$ cat src/rtl/uart_pkg.sv
// rtl/uart_pkg.sv - shared UART constants, arbiter state encoding and index helper
package uart_pkg;

  localparam int CLK_FREQ_HZ  = 100_000_000;
  localparam int DEFAULT_BAUD = 3_000_000;

  typedef enum logic [2:0] {
    ARB_IDLE,
    ARB_LOAD,
    ARB_ISSUE,
    ARB_WAIT_LOW,
    ARB_WAIT_HIGH
  } uart_arb_state_t;

  function automatic int wrap_inc(input int idx, input int n);
    return (idx + 1 >= n) ? 0 : idx + 1;
  endfunction

endpackage

$ cat src/rtl/rr_pick.sv
// rtl/rr_pick.sv - combinational round-robin picker: first set request at or after rr_ptr
module rr_pick #(
  parameter int NUM_REQ = 4,
  parameter int IDX_W   = $clog2(NUM_REQ)
) (
  input  logic [NUM_REQ-1:0] req,
  input  logic [IDX_W-1:0]   rr_ptr,
  output logic [NUM_REQ-1:0] grant,
  output logic [IDX_W-1:0]   idx,
  output logic               any
);

  always_comb begin
    grant = '0;
    idx   = '0;
    any   = 1'b0;
    for (int k = 0; k < NUM_REQ; k++) begin
      if (!any && req[(int'(rr_ptr) + k) % NUM_REQ]) begin
        any = 1'b1;
        grant[(int'(rr_ptr) + k) % NUM_REQ] = 1'b1;
        idx = IDX_W'((int'(rr_ptr) + k) % NUM_REQ);
      end
    end
  end

endmodule

$ cat src/rtl/uart_tx_arbiter.sv
// rtl/uart_tx_arbiter.sv - packet-granular round-robin sharing of one uart_tx serializer
// Optional mid-packet stall release enabled by UART_ARB_TIMEOUT_EN.
module uart_tx_arbiter
  import uart_pkg::*;
#(
  parameter int NUM_REQ        = 4,
  parameter int IDX_W          = $clog2(NUM_REQ),
  parameter int TIMEOUT_CYCLES = 10_000
) (
  input  logic                 clk_in,
  input  logic                 rst_n_in,
  input  logic [NUM_REQ-1:0]   req_valid_in,
  input  logic [8*NUM_REQ-1:0] req_byte_in,
  input  logic [NUM_REQ-1:0]   req_last_in,
  output logic [NUM_REQ-1:0]   req_ready_out,
  output logic                 tx_valid_out,
  output logic [7:0]           tx_byte_out,
  input  logic                 tx_ready_in,
  output logic [NUM_REQ-1:0]   grant_out,
  output logic                 pkt_done_out,
  output logic [IDX_W-1:0]     pkt_idx_out,
  output logic                 timeout_out
);

  uart_arb_state_t state_q, state_d;
  logic [NUM_REQ-1:0] grant_q, grant_d;
  logic [IDX_W-1:0]   idx_q, idx_d;
  logic [IDX_W-1:0]   rr_q, rr_d;
  logic [7:0]         hold_byte_q, hold_byte_d;
  logic               hold_last_q, hold_last_d;
  logic               done_q, done_d;
  logic [IDX_W-1:0]   pidx_q, pidx_d;

  logic [NUM_REQ-1:0] pick_grant;
  logic [IDX_W-1:0]   pick_idx;
  logic               pick_any;

  rr_pick #(
    .NUM_REQ (NUM_REQ),
    .IDX_W   (IDX_W)
  ) u_rr_pick (
    .req    (req_valid_in),
    .rr_ptr (rr_q),
    .grant  (pick_grant),
    .idx    (pick_idx),
    .any    (pick_any)
  );

`ifdef UART_ARB_TIMEOUT_EN
  localparam int CNT_W = $clog2(TIMEOUT_CYCLES + 1);
  logic [CNT_W-1:0] cnt_q, cnt_d;
  logic             tmo_q, tmo_d;
`endif

  always_comb begin
    state_d       = state_q;
    grant_d       = grant_q;
    idx_d         = idx_q;
    rr_d          = rr_q;
    hold_byte_d   = hold_byte_q;
    hold_last_d   = hold_last_q;
    done_d        = 1'b0;
    pidx_d        = pidx_q;
    req_ready_out = '0;
    tx_valid_out  = 1'b0;
`ifdef UART_ARB_TIMEOUT_EN
    cnt_d         = cnt_q;
    tmo_d         = 1'b0;
`endif
    case (state_q)
      ARB_IDLE: begin
        if (pick_any) begin
          grant_d = pick_grant;
          idx_d   = pick_idx;
          state_d = ARB_LOAD;
        end
      end
      ARB_LOAD: begin
        req_ready_out = grant_q & req_valid_in;
        if (req_valid_in[idx_q]) begin
          hold_byte_d = req_byte_in[{idx_q, 3'b000} +: 8];
          hold_last_d = req_last_in[idx_q];
          state_d     = ARB_ISSUE;
        end
`ifdef UART_ARB_TIMEOUT_EN
        else if (cnt_q == CNT_W'(TIMEOUT_CYCLES - 1)) begin
          // Owner stalled too long mid-packet: drop it and let others in.
          tmo_d   = 1'b1;
          rr_d    = IDX_W'(wrap_inc(int'(idx_q), NUM_REQ));
          grant_d = '0;
          state_d = ARB_IDLE;
        end else begin
          cnt_d = cnt_q + 1'b1;
        end
`endif
      end
      ARB_ISSUE: begin
        tx_valid_out = tx_ready_in;
        if (tx_ready_in) state_d = ARB_WAIT_LOW;
      end
      ARB_WAIT_LOW: begin
        if (!tx_ready_in) state_d = ARB_WAIT_HIGH;
      end
      ARB_WAIT_HIGH: begin
        if (tx_ready_in) begin
          if (hold_last_q) begin
            done_d  = 1'b1;
            pidx_d  = idx_q;
            rr_d    = IDX_W'(wrap_inc(int'(idx_q), NUM_REQ));
            grant_d = '0;
            state_d = ARB_IDLE;
          end else begin
            state_d = ARB_LOAD;
          end
        end
      end
      default: begin
        grant_d = '0;
        state_d = ARB_IDLE;
      end
    endcase
`ifdef UART_ARB_TIMEOUT_EN
    if (state_d == ARB_LOAD && state_q != ARB_LOAD) cnt_d = '0;
`endif
  end

  always_ff @(posedge clk_in or negedge rst_n_in) begin
    if (!rst_n_in) begin
      state_q     <= ARB_IDLE;
      grant_q     <= '0;
      idx_q       <= '0;
      rr_q        <= '0;
      hold_byte_q <= '0;
      hold_last_q <= 1'b0;
      done_q      <= 1'b0;
      pidx_q      <= '0;
    end else begin
      state_q     <= state_d;
      grant_q     <= grant_d;
      idx_q       <= idx_d;
      rr_q        <= rr_d;
      hold_byte_q <= hold_byte_d;
      hold_last_q <= hold_last_d;
      done_q      <= done_d;
      pidx_q      <= pidx_d;
    end
  end

`ifdef UART_ARB_TIMEOUT_EN
  always_ff @(posedge clk_in or negedge rst_n_in) begin
    if (!rst_n_in) begin
      cnt_q <= '0;
      tmo_q <= 1'b0;
    end else begin
      cnt_q <= cnt_d;
      tmo_q <= tmo_d;
    end
  end
  assign timeout_out = tmo_q;
`else
  assign timeout_out = 1'b0;
`endif

  assign grant_out    = grant_q;
  assign tx_byte_out  = hold_byte_q;
  assign pkt_done_out = done_q;
  assign pkt_idx_out  = pidx_q;

endmodule

$ cat config.mk
export PLATFORM = sky130hd
export DESIGN_NAME = uart_tx_arbiter
export DESIGN_NICKNAME = d
export VERILOG_FILES = /design/src/rtl/uart_pkg.sv /design/src/rtl/rr_pick.sv /design/src/rtl/uart_tx_arbiter.sv
export SDC_FILE = /design/constraint.sdc
export NUM_CORES = 1
export LEC_CHECK = 0
export ABC_CLOCK_PERIOD_IN_PS = 5400
export BUFFER_PORTS_ARGS = -buffer_cell sky130_fd_sc_hd__buf_2
export CAP_MARGIN = 0
export CELL_PAD_IN_SITES_DETAIL_PLACEMENT = 0
export CELL_PAD_IN_SITES_GLOBAL_PLACEMENT = 1
export CORE_MARGIN = 2
export CORE_UTILIZATION = 30
export CTS_BUF_LIST = sky130_fd_sc_hd__clkbuf_8
export CTS_CLUSTER_SIZE = 16
export DETAILED_ROUTE_END_ITERATION = 8
export PLACE_DENSITY = 0.76
export SETUP_SLACK_MARGIN = 0.2
export SYNTH_ARGS = -nofsm -noshare
export SYNTH_HDL_FRONTEND = slang
export SYNTH_SLANG_ARGS = --single-unit
$ cat constraint.sdc
create_clock -name clk_in -period 5.4 [get_ports clk_in]
set_input_delay 0.27 -clock clk_in [delete_from_list [all_inputs] [get_ports clk_in]]
set_output_delay 0.27 -clock clk_in [all_outputs]
set_load 0.02 [all_outputs]
==> results.ini <==
[cells_and_area]
antenna_cells=0
drive_above_1_share_pct=45.8
multi_input_area_um2=991
syn2layout_area_growth_pct=25.1
finalCoreUtilization_pct=39.4
fill_cells=514
layoutNonFillerInstCount=271
post-route-cell-area_mm2=0.00204
ff_latch_area_um2=576
nNetsFinal=253

[detailed_routing]
wl_per_cell_um=14.9
vias_per_cell=5.06
firstDrtPassIters=4
initialDrtViolationCount=72
routed_wl_um=4050
ant_nets=0
drc_errors=0
num_vias=1371

[placement]
place_inst=266
hpwl_um=3110
placed_area_mm2=0.00198
port-buffer-count=62
place_congestion=0.864

[synthesis]
ys_warn_count=0
synth.most_common_cell=dfrtp_1
synth_edf_count=0
syn-num-nets=192
yosysTopAreaCellShare_pct=35.3
yosysTopAreaCell=dfrtp_1
async_reset_ff_share_pct=100
synth.distinct_cells=35
ys.flop_type=dfrtp_1
syn_area_mm2=0.00163
synth.avg_cell_area_um2=11.6
synth-seq-cells=23
synth.top_cells.by_count=dfrtp_1, nand2_1, mux4_2
ys_top_cells_by_area=dfrtp_1, mux4_2, mux2_2, ha_1, nand2_1
seq_area_frac_synth_pct=35.3
synthCells=141

[clocking]
clockBufferDepth=2
cts_max_level=1
ctsHoldBuffers=1
path_clk_slew_ps=90
post_cts_buffers=0
cts.repair.resized=0
cts-buffers-inserted=3
clk_latency_ps=260
clock_sink_count=23
tritoncts=done
clock-root-buffer=clkbuf_8

[die]
coreArea_mm2=0.00517
rows=26
start_util_pct=31.5
die-area_mm2=0.00604
die_w_um=77.7
io_pins=64
die_h_um=77.7

[timing]
timing.slew.headroom_pct=50.3
fmax_mhz=351
final.setup_skew_ps=2.01
hold_violations=0
setup_viol=0
slew_viol_final=0
finalSetupTns_ps=0
rsz0062_at_grt=false
min_period_ps=2850
tightest_slew_ps=745
finalCritPeriodShare_pct=52.8

[pwr]
leakagePower_nw=0.993
peakVddDrop_v=0.000201
p_per_area_mw_per_mm2=549

[critical_path]
worstPathRequired_ps=5590
timing.rr.start=rr_q[0]
endpoint_kind=flip-flop
r2r-end=grant_out[3]
worstSetupStartpointType=flip-flop
crit_type=reg -> reg
worstPathArrival_ps=3040
reg2reg_depth=7
regToRegSetupSlack_ps=2550
cp_max_fo=15

[worst_hold_path]
hold_path_startpoint=tx_ready_in
worstHoldEndpoint=state_q[2]
min_path_type=in -> reg
holdPathStages=2

[run]
drv_cap=0

[grt]
track_usage_pct=13.6
grt_max_degree=24
grt_pass1_wl_um=6620
antenna_found_initial=0
grt-ovfl-total=0
grt_pass1_vias=1346

[outcome]
status=finished clean

sequential cells by signal (all words and copies together) (netlist names):
name	cells
rr_q	2
pkt_done_out	1
grant_out	4
idx_q	2
state_q	3
pkt_idx_out	2
tx_byte_out	8
hold_last_q	1
final cells by class:
| type | count | share of cell area, % |
|---|---|---|
| multi-input cells | 106 | 48.6 |
| flip-flops and latches | 23 | 28.2 |
| repair buffers | 63 | 15.7 |
| well taps | 70 | 4.29 |
| clock buffers | 3 | 2.02 |
| inverters | 5 | 0.920 |
| clock inverters | 1 | 0.245 |
per-layer routing:
layer / up-vias / global-route usage, % / part of all wire (%)
met2: 47 / 22.8 / 48
met5: - / 0 / 0
met3: 0 / 2.91 / 6.3
met1: 669 / 18.6 / 46
met4: 0 / 1.43 / 0
li1: 655 / - / -
placed cells by master (no fill, tap or decap), types with 5 or more instances in the layout:
master / n
buf_2: 62
mux2_2: 9
ha_1: 8
dfrtp_1: 23
o21ai_0: 6
mux4_2: 13
nand2_1: 15
a21oi_1: 5
nor2_1: 5
inv_1: 5
a22oi_1: 5
where the power goes:
part	switching [mW]	internal, mW	total (mW)
Sequential	0.122	0.249	0.370
Combinational	0.319	0.319	0.638
Clock	0.0589	0.0515	0.110
critical path, stage by stage, from the launching register on:
cell and delay, ps:
dfrtp_1 690, inv_1 180, ha_1 410, mux4_1 440
nor4_2 340, or2b_1 300, a21boi_4 270, o2bb2ai_1 130
worst max-delay path by stage:
| stage | to | start | slack, ps |
|---|---|---|---|
| after floorplan | grant_out[0] | rr_q[0] | 3100 |
| after global placement | grant_out[3] | rr_q[0] | 2730 |
| after detailed placement | grant_out[3] | rr_q[0] | 2560 |
| after CTS | grant_out[3] | rr_q[0] | 2550 |
| after global routing | grant_out[3] | rr_q[0] | 2310 |
| final | grant_out[3] | rr_q[0] | 2550 |
cell families after synthesis:
group	share of synthesized area, %
compound gates	13.4
fa+ha+maj	6.14
buf+inv	3.91
flops	35.3
mux	27.0
other cells	0.230
simple gates	14.0
through the flow:
stage | worst slack [ps] | power (mW) | hold slack (ps)
floorplan | 3100 | 0.851 | -25.6
global placement | 2730 | 1.00 | 274
detailed placement | 2560 | 1.01 | 287
CTS | 2550 | 1.13 | 237
global route | 2310 | 1.21 | 247
finish | 2550 | 1.12 | 244
Power figures use the tool's default switching activity.
